[config.mk]
export PLATFORM = sky130hd
export DESIGN_NAME = alu_share_arbiter
export DESIGN_NICKNAME = d
export VERILOG_FILES = /design/src/rtl/alu_share_arbiter.sv
export SDC_FILE = /design/constraint.sdc
export NUM_CORES = 1
export LEC_CHECK = 0
export ABC_AREA = 1
export ABC_CLOCK_PERIOD_IN_PS = 3000
export CAP_MARGIN = 40
export CORE_MARGIN = 3
export CORE_UTILIZATION = 44
export CTS_BUF_LIST = sky130_fd_sc_hd__clkbuf_4 sky130_fd_sc_hd__clkbuf_8
export DETAILED_ROUTE_END_ITERATION = 12
export PLACE_DENSITY = 0.86
export SLEW_MARGIN = 20
export SYNTH_ARGS = -nofsm -noshare
export SYNTH_HDL_FRONTEND = slang
export SYNTH_SLANG_ARGS = --single-unit
[constraint.sdc]
create_clock -name Clk -period 3 [get_ports Clk]
set_input_delay 0.45 -clock Clk [delete_from_list [all_inputs] [get_ports Clk]]
set_output_delay 0.45 -clock Clk [all_outputs]
set_load 0.01 [all_outputs]
[src/rtl/alu_share_arbiter.sv]
// Shares one external negedge-sampled ALU between two valid/ready requesters and returns result/zero with the owner id.
// Define ALU_ARB_FIXED_PRIO_EN to make req0 win every tie (req1 may starve); default build is round-robin.
module alu_share_arbiter #(
  parameter int DATA_W = 32,
  parameter int CTRL_W = 4
) (
  input  logic              Clk,
  input  logic              Rst_n,
  input  logic              req0_valid,
  output logic              req0_ready,
  input  logic [DATA_W-1:0] req0_in1,
  input  logic [DATA_W-1:0] req0_in2,
  input  logic [CTRL_W-1:0] req0_ctrl,
  input  logic              req1_valid,
  output logic              req1_ready,
  input  logic [DATA_W-1:0] req1_in1,
  input  logic [DATA_W-1:0] req1_in2,
  input  logic [CTRL_W-1:0] req1_ctrl,
  output logic              rsp_valid,
  input  logic              rsp_ready,
  output logic              rsp_id,
  output logic [DATA_W-1:0] rsp_result,
  output logic              rsp_zero,
  output logic [DATA_W-1:0] alu_in1,
  output logic [DATA_W-1:0] alu_in2,
  output logic [CTRL_W-1:0] alu_ctrl,
  input  logic [DATA_W-1:0] alu_result,
  input  logic              alu_zero,
  output logic              busy
);

  // state  | meaning
  // IDLE   | offering ready to the granted requester
  // ISSUE  | alu_* driven for one full cycle, ALU samples on the negedge
  // RESP   | captured result held until the consumer takes it
  typedef enum logic [1:0] {S_IDLE, S_ISSUE, S_RESP} state_t;

  state_t              state_q, state_d;
  logic                rr_last_q, rr_last_d;
  logic                id_q, id_d;
  logic [DATA_W-1:0]   in1_q, in1_d;
  logic [DATA_W-1:0]   in2_q, in2_d;
  logic [CTRL_W-1:0]   ctrl_q, ctrl_d;
  logic [DATA_W-1:0]   res_q, res_d;
  logic                zero_q, zero_d;
  logic                gnt_id;

  always_ff @(posedge Clk or negedge Rst_n) begin
    if (!Rst_n) begin
      state_q   <= S_IDLE;
      rr_last_q <= 1'b1;
      id_q      <= 1'b0;
      in1_q     <= '0;
      in2_q     <= '0;
      ctrl_q    <= '0;
      res_q     <= '0;
      zero_q    <= 1'b0;
    end else begin
      state_q   <= state_d;
      rr_last_q <= rr_last_d;
      id_q      <= id_d;
      in1_q     <= in1_d;
      in2_q     <= in2_d;
      ctrl_q    <= ctrl_d;
      res_q     <= res_d;
      zero_q    <= zero_d;
    end
  end

  always_comb begin
    state_d    = state_q;
    rr_last_d  = rr_last_q;
    id_d       = id_q;
    in1_d      = in1_q;
    in2_d      = in2_q;
    ctrl_d     = ctrl_q;
    res_d      = res_q;
    zero_d     = zero_q;
    req0_ready = 1'b0;
    req1_ready = 1'b0;
`ifdef ALU_ARB_FIXED_PRIO_EN
    gnt_id = ~req0_valid;
`else
    // on a tie the requester that did not win last time goes next
    gnt_id = (req0_valid & req1_valid) ? ~rr_last_q : ~req0_valid;
`endif
    case (state_q)
      S_IDLE: begin
        if (req0_valid | req1_valid) begin
          req0_ready = ~gnt_id;
          req1_ready = gnt_id;
          id_d       = gnt_id;
          rr_last_d  = gnt_id;
          in1_d      = gnt_id ? req1_in1  : req0_in1;
          in2_d      = gnt_id ? req1_in2  : req0_in2;
          ctrl_d     = gnt_id ? req1_ctrl : req0_ctrl;
          state_d    = S_ISSUE;
        end
      end
      S_ISSUE: begin
        res_d   = alu_result;
        zero_d  = alu_zero;
        state_d = S_RESP;
      end
      S_RESP: begin
        if (rsp_ready) state_d = S_IDLE;
      end
      default: state_d = S_IDLE;
    endcase
    // ready must read low while reset is held even if a requester is valid
    if (!Rst_n) begin
      req0_ready = 1'b0;
      req1_ready = 1'b0;
    end
  end

  assign rsp_valid  = (state_q == S_RESP);
  assign busy       = (state_q != S_IDLE);
  assign rsp_id     = id_q;
  assign rsp_result = res_q;
  assign rsp_zero   = zero_q;
  assign alu_in1    = in1_q;
  assign alu_in2    = in2_q;
  assign alu_ctrl   = ctrl_q;

endmodule

==> impl_metrics.csv <==
group,metric,value,unit
power_and_ir_drop,combPwrFrac,0.534,
logic_synthesis,synth_compound_area_frac,0.001880,
run,drv_cap,0,
power_and_ir_drop,p_per_area,886.9,nW/um^2
place,dp_hpwl,12130,microns
critical_path,critPathLaunchType,"primary input",
logic_synthesis,yosys_warnings,0,
cts,insertion_delay,350,ps
finish,layout.nets,1176,
die,pin_count,280,
sta,holdWs,184.7,ps
cts,cts_setup_buffers,0,
logic_synthesis,synth_edf_count,0,
logic_synthesis,synth_top_area_frac,0.4887,
logic_synthesis,ys_top_cells_by_area,"dfrtp_1, nand2_1, nand3_1",
die,die_w,116.0,microns
logic_synthesis,synth.most_common_cell,"nand2_1",
route,wl_per_cell,14.79,microns
sta,fmaxAchievable,0.4285,GHz
power_and_ir_drop,switchingPower,2.944,mW
logic_synthesis,synthMuxAreaShare,0,
worst_hold_path,min_path_type,"in2async",
sta,fin_setup_tns,0,ps
finish,final_area,8374,sq um
die,rows,39,
logic_synthesis,synth_area_leader_cell,"dfrtp_1",
die,die-area,13460,sq um
cts,root_buffer,"clkbuf_8",
route,drc_errors,0,
sta,maxSlewHeadroom,0.4832,
cts,cts_buffers,9,
route,antenna_left,0,
place,gp_congestion,0.7847,
finish,seqCellArea,2629,sq um
route,viasPerCell,4.808,
finish,fill_cells,931,
cts,cts_tree,"done",
die,die_h,116.0,microns
logic_synthesis,seq_area_frac_synth,0.4937,
sta,finalSetupViolCount,0,
global_routing,grtUsageTotal,0.2457,
power_and_ir_drop,clock_power_share,0.125,
logic_synthesis,synthesis.area,5325,sq um
place,port_buffers,279,
logic_synthesis,synthAdderAreaFrac,0,
logic_synthesis,synth_common_cells,"nand2_1, nand3_1, inv_1",
global_routing,grt_overflow,0,
cts,ctsResizeCount,0,
logic_synthesis,avgSynthCellArea,7.138,sq um
sta,hold_violations,0,
place,pre_cts_slack,663.8,ps
logic_synthesis,async_reset_ff_frac,1.000,
finish,diodes,0,
power_and_ir_drop,pwr-share-seq,0.341,
logic_synthesis,synth_xor_area_frac,0,
logic_synthesis,synth-simple-area-share,0.3628,
finish,multi_input_area,1947,sq um
critical_path,max_stage_delay,550,ps
power_and_ir_drop,p_int,4.483,mW
global_routing,antenna_found_initial,0,
finish,syn2layout_area_growth,57.26,%
sta,clock_skew,15.51,ps
cts,ctsHoldBuffers,0,
logic_synthesis,synth_top_family_by_area,"simple AND/OR/NAND/NOR gates",
sta,rsz0062_at_grt,"false",
die,core,11610,sq um
critical_path,critPathMostFrequentCell,"clkdlybuf4s50_1",
route,vias,5529,
status,outcome,"complete, no violations",
critical_path,crit_path_top_delay_cell,"clkdlybuf4s50_1",
power_and_ir_drop,switching_share,0.3963,
sta,finalCritPeriodShare,0.7779,
sta,tightest_slew,775.3,ps
critical_path,cp.required,2550,ps
global_routing,grt_max_degree,71,
sta,post-route-min-period,2334,ps
power_and_ir_drop,leakage,4.447,nW
power_and_ir_drop,p_total,7.427,mW
critical_path,cp.arrival,1880,ps
die,initial_utilization,0.4585,
global_routing,grt_pass1_vias,5195,
logic_synthesis,synth.net_count,920,
power_and_ir_drop,peakVddDrop,0.4704,mV
logic_synthesis,synthFlopType,"dfrtp_1",
route,dr.first_iter.drc_count,395,
cts,numClockSinks,105,
critical_path,path_cells,"clkdlybuf4s50_1 -> nor2_4 -> nor2_8 -> nand2_1 -> nor2_1 -> clkdlybuf4s50_1",
critical_path,cp-end-kind,"output pin",
cts,cts.path.max_buffers,2,
global_routing,grt_pass1_wl,26120,microns
finish,layout-drive-gt1-share,0.03873,
sta,layout_setup_ws,666.4,ps
cts,htree_num_levels,3,
critical_path,worstPathMaxFanout,3,
place,placed_area,8163,sq um
sta,final_max_slew_viol_count,0,
route,firstDrtPassIters,5,
logic_synthesis,synth.distinct_cells,16,
logic_synthesis,syn_inst,746,
logic_synthesis,ys_ff_latch,105,
critical_path,crit_type,"in2out",
route,wirelength,17000,microns
cts,clkTransAtPathRegs,110,ps
==> worst max-delay path: cells and delay by family <==
kind          cells  cell delay [ps]
buf+inv           2             1090
simple gates      4              350
==> area by class of cell <==
class                      count  area share
clock inverter                 6    0.008815
clock buffer                  10     0.01644
multi-input combinational    453      0.2325
timing repair buffer         291      0.3433
sequential                   105      0.3139
tap                          143     0.02137
inverter                     142     0.06365
==> power groups by stage <==
stage                     logic [mW]  clock network [mW]  registers [mW]
after floorplan                 1.55                   0            2.83
after global placement          3.92                   0            2.52
after detailed placement        4.02                   0            2.53
after CTS                       4.02               0.946            2.53
after global routing            4.37               0.996            2.61
final                           3.97               0.928            2.53
==> state kept, by name (all words and copies together), names as in the netlist <==
name        count
alu_ctrl        4
alu_in1        32
alu_in2        32
rr_last_q       1
rsp_id          1
rsp_result     32
rsp_zero        1
state_q         2
==> path summary, 6_finish.rpt <==
| path | start | to | slack, ps | cells after the start |
|---|---|---|---|---|
| max | req1_valid | req1_ready | 670 | 6 |
| min in group Clk | rsp_result[11] | rsp_result[11] | 480 | 2 |
| min | Rst_n | alu_in2[29] | 180 | 2 |
| max reg2reg | state_q[1] | alu_in1[1] | 1250 | 7 |
| max in group asynchronous | Rst_n | alu_in2[15] | 1630 | 3 |
| min reg2reg | rsp_result[11] | rsp_result[11] | 480 | 2 |
==> cells by family (layout without fill, tap and decap cells) <==
group / after synthesis / in the layout
compound gates: 2 / 2
simple gates: 451 / 451
buf+inv: 188 / 449
flops: 105 / 105
==> per-layer routing <==
metal,share of wire,GRT usage,up-vias
met5,0,0,-
met4,0.025,0.08043,0
met3,0.099,0.08303,28
met2,0.49,0.4173,253
met1,0.39,0.2938,2501
li1,-,-,2747
==> per-stage QoR <==
step             util  instances
6_report       0.7211       1150
5_1_grt        0.7211       1150
4_1_cts        0.7211       1150
3_5_place_dp   0.7029       1134
3_3_place_gp   0.7029       1134
2_1_floorplan       -        746
==> cells in the final DEF, fill, tap and decap left out, drive strengths merged <==
master,n
buf,14
nor3,1
bufinv,1
inv,144
nand2,277
nand3,169
clkinv,1
nor2,4
clkinvlp,2
clkbuf,10
dfstp,1
clkdlybuf4s50,277
o21ai,2
dfrtp,104
Note: power is estimated with default switching activity, not from simulation.
